**config.mk**
```make
export PLATFORM = sky130hd
export DESIGN_NAME = zx_pixel_gen
export DESIGN_NICKNAME = d
export VERILOG_FILES = /design/src/rtl/zx_pixel_gen.sv
export SDC_FILE = /design/constraint.sdc
export NUM_CORES = 1
export LEC_CHECK = 0
export CAP_MARGIN = 20
export CELL_PAD_IN_SITES_DETAIL_PLACEMENT = 1
export CELL_PAD_IN_SITES_GLOBAL_PLACEMENT = 2
export CORE_MARGIN = 5
export CORE_UTILIZATION = 32
export DETAILED_ROUTE_END_ITERATION = 7
export PLACE_DENSITY_LB_ADDON = 0.15
export SETUP_SLACK_MARGIN = 0.15
export SLEW_MARGIN = 15
export SYNTH_ARGS = -nofsm -noshare
export SYNTH_HDL_FRONTEND = slang
export SYNTH_SLANG_ARGS = --single-unit
```
**constraint.sdc**
```tcl
create_clock -name clk28 -period 2.9 [get_ports clk28]
set_input_delay 0.29 -clock clk28 [delete_from_list [all_inputs] [get_ports clk28]]
set_output_delay 0.29 -clock clk28 [all_outputs]
set_load 0.02 [all_outputs]
```
**src/rtl/zx_pixel_gen.sv**
```systemverilog
`default_nettype none
// ============================================================================
// zx_pixel_gen : serialises ZX bitmap/attribute bytes into 3:3:2 pixels with
//                border, blanking, FLASH and optional ULAplus palette lookup.
// Revision     : 1.0
// ============================================================================
module zx_pixel_gen #(
  parameter int         FLASH_BIT = 4,
  parameter logic [7:0] PAL_RESET = 8'h00
) (
  input  logic       clk28,
  input  logic       rst_n,
  input  logic       ck7,
  input  logic       load,
  input  logic [7:0] bitmap_i,
  input  logic [7:0] attr_i,
  input  logic [2:0] border_i,
  input  logic       active_i,
  input  logic       blank_i,
  input  logic       frame_i,
  input  logic       up_en,
  input  logic       pal_we,
  input  logic [5:0] pal_addr,
  input  logic [7:0] pal_data,
  output logic [2:0] r_o,
  output logic [2:0] g_o,
  output logic [1:0] b_o
);

  logic [7:0] shift_q;
  logic [7:0] attr_q;
  logic       active_q;
  logic [2:0] border_q;
  logic       blank_q;
  logic       ck7_q;
  logic [4:0] flash_cnt_q;
  logic [7:0] pal_q [64];
  logic [7:0] rgb_q;

  logic       phase;
  logic       pix;
  logic [2:0] colour;
  logic       bright;
  logic [5:0] pal_idx;
  logic [7:0] pal_rd;
  logic [7:0] rgb_d;

  // Stage 1: shifter and per-pixel border/blank capture on the pixel enable
  always_ff @(posedge clk28 or negedge rst_n) begin
    if (!rst_n) begin
      shift_q  <= 8'h00;
      attr_q   <= 8'h00;
      active_q <= 1'b0;
      border_q <= 3'b000;
      blank_q  <= 1'b1;
    end else if (ck7) begin
      border_q <= border_i;
      blank_q  <= blank_i;
      if (load) begin
        shift_q  <= bitmap_i;
        attr_q   <= attr_i;
        active_q <= active_i;
      end else begin
        shift_q  <= {shift_q[6:0], 1'b0};
      end
    end
  end

  always_ff @(posedge clk28 or negedge rst_n) begin
    if (!rst_n) begin
      ck7_q       <= 1'b0;
      flash_cnt_q <= 5'd0;
    end else begin
      ck7_q <= ck7;
      if (frame_i) begin
        flash_cnt_q <= flash_cnt_q + 5'd1;
      end
    end
  end

  always_ff @(posedge clk28 or negedge rst_n) begin
    if (!rst_n) begin
      for (int k = 0; k < 64; k++) begin
        pal_q[k] <= PAL_RESET;
      end
    end else if (pal_we) begin
      pal_q[pal_addr] <= pal_data;
    end
  end

  assign phase = flash_cnt_q[FLASH_BIT];

  // Stage 2 colour selection; a same-edge palette write is seen only next pixel
  always_comb begin
    pix     = shift_q[7] ^ (attr_q[7] & phase & ~up_en);
    colour  = border_q;
    bright  = 1'b0;
    pal_idx = {3'b001, border_q};
    if (active_q) begin
      colour  = pix ? attr_q[2:0] : attr_q[5:3];
      bright  = attr_q[6];
      pal_idx = {attr_q[7:6], ~pix, colour};
    end
    pal_rd = pal_q[pal_idx];

    rgb_d = 8'h00;
    if (blank_q) begin
      rgb_d = 8'h00;
    end else if (up_en) begin
      rgb_d = pal_rd;
    end else begin
      rgb_d[7:5] = colour[2] ? (bright ? 3'b111 : 3'b101) : 3'b000;
      rgb_d[4:2] = colour[1] ? (bright ? 3'b111 : 3'b101) : 3'b000;
      rgb_d[1:0] = colour[0] ? (bright ? 2'b11  : 2'b10)  : 2'b00;
    end
  end

  always_ff @(posedge clk28 or negedge rst_n) begin
    if (!rst_n) begin
      rgb_q <= 8'h00;
    end else if (ck7_q) begin
      rgb_q <= rgb_d;
    end
  end

  assign g_o = rgb_q[7:5];
  assign r_o = rgb_q[4:2];
  assign b_o = rgb_q[1:0];

endmodule
`default_nettype wire

```
Yosys cells after proc, flatten, opt, wreduce, memory -nomap -nowiden
Cells that the tools add are included.
{"block": "classes", "order_cmp": 3, "reduce_logical": 2, "n_mux": 18, "addsub": 1, "bitwise_logic": 7}
{"op": "$bwmux W512", "count": 1}
{"op": "$bmux W8 S6", "count": 1}
{"op": "$demux W8 S6", "count": 1}
{"op": "$mux W8", "count": 6}
{"op": "$ge A7 B7 Y1 const B", "count": 2}
{"op": "$not A6 Y7", "count": 2}
{"op": "$mux W3", "count": 4}
{"op": "$lt A7 B1 Y1 const B", "count": 1}
{"op": "$mux W6", "count": 1}
{"op": "$add A5 B1 Y5 const B", "count": 1}
{"op": "$mux W2", "count": 2}
{"op": "$and A1 B1 Y1", "count": 2}
{"op": "$mux W1", "count": 2}
{"op": "$not A1 Y1", "count": 2}
{"op": "$reduce_and A2 Y1", "count": 1}
{"op": "$logic_and A1 B1 Y1", "count": 1}
{"op": "$xor A1 B1 Y1", "count": 1}
{"block": "totals", "output_inout_bits": 8, "inputBits": 42, "reg_bits": 547, "elab_cells": 103}

Logic depth before layout (Yosys ltp)
{"block": "logic_depth", "word_depth": 11, "mapped_depth": 15}

Least setup slack after synthesis
No wires, ideal clock.
{"block": "synth_timing", "kind": "register -> register", "from": "register attr_q[7]", "to": "register rgb_q[2]", "setup_ns": 0.069, "arrival_ns": 2.603, "path_buffers": 4, "setup_slack_ns": 0.228, "path_stages_with_launch": 13, "t_required_ns": 2.831, "cell_sequence": "dfrtp_1 > buf_2 > and3b_1 > buf_6 > mux2i_1 > a221o_1 > buf_6 > buf_8 > mux2i_1 > o221ai_1 > a41oi_1 > or4_1 > nand3_1"}
{"block": "synth_between", "elab_chain_cells": 11, "elab_cells_between_ends": 14, "cone_classes": "mux: 9; bitwise: 5"}
{"item": "from (decl)", "line": "31", "source": "logic [7:0] attr_q;"}
{"item": "from (signal assigned)", "line": "61", "source": "attr_q <= attr_i;"}
{"item": "$and A1 B1 Y1 (2 in a row)", "line": "95", "source": "pix = shift_q[7] ^ (attr_q[7] & phase & ~up_en);"}
{"item": "$xor A1 B1 Y1", "line": "95"}
{"item": "$mux W3 or $not A1 Y1 (tied branches)", "line": "100, 102"}
{"item": "$mux W6", "line": "99", "source": "if (active_q) begin"}
{"item": "$not A6 Y7 (implied by the code)", "line": "104", "source": "pal_rd = pal_q[pal_idx];"}
{"item": "$bmux W8 S6", "line": "104"}
{"item": "$mux W8 (implied by the code) (2 in a row)", "line": "104"}
{"item": "$mux W8 *", "line": "109", "source": "end else if (up_en) begin"}
{"item": "$mux W8 *", "line": "107", "source": "if (blank_q) begin"}
{"item": "to (signal assigned)", "line": "122", "source": "rgb_q <= rgb_d;"}
{"item": "to (decl)", "line": "38", "source": "logic [7:0] rgb_q;"}
Mark *: on every way between the ends. The rest lies on a longest branch, timed or not. The select of a mux whose other input is x is not followed.
A chain may end at the register's enable or synchronous reset.

Worst setup path after layout
{"block": "layout_timing", "from": "register attr_q[7]", "to": "register rgb_q[5]"}
Same word-level chain as after synthesis.

==> results.yml <==
outcome:
  run_status: "finished with violations"
  violations: "setup timing"
drt:
  avgRoutedWirePerCell_um: 26.2
  drt_iter0_drc: 1113
  antenna_left: 0
  num_vias: 18907
  totalWireLength_um: 94500
  dr.pass1.iters: 5
  via_per_inst: 5.24
  drcViolationCount: 0
global_route:
  overflow: 0
  grt_usage_pct: 21.8
  grt_pass1_vias: 20296
  grt_pass1_wl_um: 140000
  grt_max_degree: 74
  antenna_found_initial: 0
sta:
  worstMarginPinSlew_ns: 0.709
  period_needed_ns: 3.14
  period_share_pct: 108
  holdWs_ns: 0.183
  worst_clock_skew_ns: 0.0268
  hold_viol: 0
  rsz0062_at_grt: "true"
  slew_violations: 0
  finalSetupViolations: 8
  slew_headroom_pct: 52.7
  postLayoutSetupSlackWorst_ns: -0.236
  clock.fmax_ghz: 0.319
setup_path:
  path_max_fanout: 7
  crit_arrival_ns: 3.62
  ff2ff_setup_slack_ns: -0.24
  critPathRequiredTime_ns: 3.38
  cp-end-kind: "flop"
  cp-start-kind: "flop"
  critPathKind: "reg -> reg"
logic_synthesis:
  synth_flop_cell: "dfrtp_1"
  ys_warn_count: 0
  ys_types: 61
  synthArstFlopShare_pct: 100
  synth.top_cell.area_share_pct: 53.3
  synth_edf_count: 0
  synth.area.top_cells: "dfrtp_1 (53%), mux2_2 (23%), nand2_1 (6.2%), mux2i_1 (2.9%), nand3_1 (2.7%)"
  syn-cell-area_mm2: 0.0256
  syn-num-nets: 2268
  ys_ff_latch: 547
  synth_area_leader_cell: "dfrtp_1"
  syn_avg_cell_area_um2: 11.5
  syn_inst: 2225
  yosysSeqAreaShare_pct: 53.4
power_and_ir_drop:
  p_clk_share_pct: 34.5
  p_seq_share_pct: 38.2
  power.internal_mw: 16.7
  vdd_drop_max_v: 0.000435
  switchingPower_mw: 7.68
  pwr-share-comb_pct: 27.3
  power.leakage_nw: 14.6
  p_per_area_mw_per_mm2: 747
  switching_share_pct: 31.5
layout:
  fin_nets: 2546
  layout_commonest_cell: "dfrtp_1"
  final_cell_mix: "dfrtp_1 (545), mux2_2 (526), nand2_1 (423)"
  drive_gt1_share_pct: 42.0
  fillCellCount: 8460
  post-route-util_pct: 41.3
  syn2layout_area_growth_pct: 27.5
min_path:
  hold_path.class: "in -> reg"
floorplan:
  start_util_pct: 32.4
  die_area_mm2: 0.0858
  core_mm2: 0.0791
  ioPinCount: 50
  fp-row-count: 103
  chipWidth_um: 293
  die_h_um: 293
placed_design:
  port_buffers: 49
  dp_hpwl_um: 63500
  place.gp.congestion: 0.821
  post-place-ws_ns: -0.945
cts:
  cts_buffer_depth: 3
  clkSinkCount: 547
  cts_tree: "built"
  clk_pin_slew_ns: 0.06
  clk_latency_ns: 0.61
  root_buffer: "clkbuf_16"
  cts_buffers: 68
  htreeDepth: 3
job:
  drv_cap: 0
==> synth_stat cells (all sizes together), types with 6 or more instances <==
master,instances
o21ai,13
mux2,526
nor2b,6
clkbuf,83
and3,26
xnor2,6
nand3,141
o221ai,13
nor2,78
a21oi,51
buf,72
mux2i,75
nand4,15
a32oi,22
o311ai,11
o2111ai,6
inv,6
dfrtp,546
a31oi,21
nor3,15
nand2,424
==> power by group through the flow <==
| stage | combinational, mW | sequential [mW] | clock, mW |
|---|---|---|---|
| floorplan | 3.04 | 9.22 | 0 |
| global placement | 5.75 | 9.37 | 0 |
| detailed placement | 5.85 | 9.43 | 0 |
| CTS | 6.46 | 9.31 | 8.65 |
| global route | 7.12 | 9.43 | 8.95 |
| finish | 6.66 | 9.33 | 8.40 |
==> layer usage <==
layer	GRT usage, %	part of all wire [%]	up-vias
met1	31.2	47	10025
met5	0	0	-
met3	4.29	4.3	127
met4	5.28	2.4	0
met2	34.3	46	327
li1	-	-	8428
==> state kept, by name, summed over array words and instances, names as in the netlist <==
signal / flops
shift_q: 8
flash_cnt_q: 5
border_q: 3
rgb_q: 8
blank_q: 1
ck7_q: 1
attr_q: 8
pal_q: 512
active_q: 1
==> area by class of cell <==
cell class | instances | area, um2 | area share, %
Sequential cell | 547 | 13700 | 41.9
Inverter | 7 | 26.3 | 0.0805
Clock buffer | 101 | 1980 | 6.05
Multi-Input combinational cell | 1516 | 11900 | 36.5
Clock inverter | 20 | 208 | 0.636
Antenna cell | 3 | 7.51 | 0.0230
Tap cell | 1050 | 1310 | 4.02
Timing Repair Buffer | 363 | 3530 | 10.8
==> metrics by stage <==
step / TNS, ns / cell area, um2 / power, mW / instances
2_1_floorplan: 0 / 25600 / 12.3 / 2225
3_3_place_gp: -6.87 / 29300 / 15.1 / 3456
3_5_place_dp: -6.72 / 29300 / 15.3 / 3456
4_1_cts: -0.939 / 32300 / 24.4 / 3599
5_1_grt: -2.12 / 32700 / 25.5 / 3604
6_report: -1.40 / 32700 / 24.4 / 3607
==> repair_timing <==
| action | 4_1_cts | 5_1_grt |
|---|---|---|
| hold buffers | 1 | 0 |
| gates resized for setup | 122 | 47 |
| pin swaps | 35 | 28 |
| setup endpoints to repair | 8 | 8 |
| hold endpoints to repair | 60 | 0 |
| buffers inserted | 18 | 3 |
| cloned | 3 | 2 |
==> worst paths after layout <==
path | startpoint | endpoint | cells after the start
min | pal_data[6] | pal_q[70] | 2
max in group asynchronous | rst_n | pal_q[288] | 3
max reg2reg | attr_q[7] | rgb_q[5] | 13
min reg2reg | flash_cnt_q[3] | flash_cnt_q[3] | 1
max | attr_q[7] | rgb_q[5] | 13
min in group asynchronous | rst_n | flash_cnt_q[1] | 2
==> cell families after synthesis <==
logic type                 after synthesis  share of synthesized area (%)
AOI/OAI and AO/OA                      171                           4.79
xor gates and xnor gates                 7                          0.239
adders and majority gates                1                         0.0488
buffers and inverters                  162                           2.96
DFF                                    547                           53.4
muxes                                  601                           26.0
and+or+nand+nor                        736                           12.5
==> critical path, cell delays in order (launching register included) <==
cell       delay, ns
dfrtp_1         0.38
and3b_2         0.32
mux2i_4         0.23
a221o_4         0.54
buf_12          0.17
clkbuf_16       0.17
buf_12          0.15
mux2i_4         0.23
o221ai_4        0.16
a21oi_2         0.17
o21ai_1         0.09
buf_4           0.15
nand4_1         0.16
nand3_1         0.09
(Power assumes the default switching activity.)
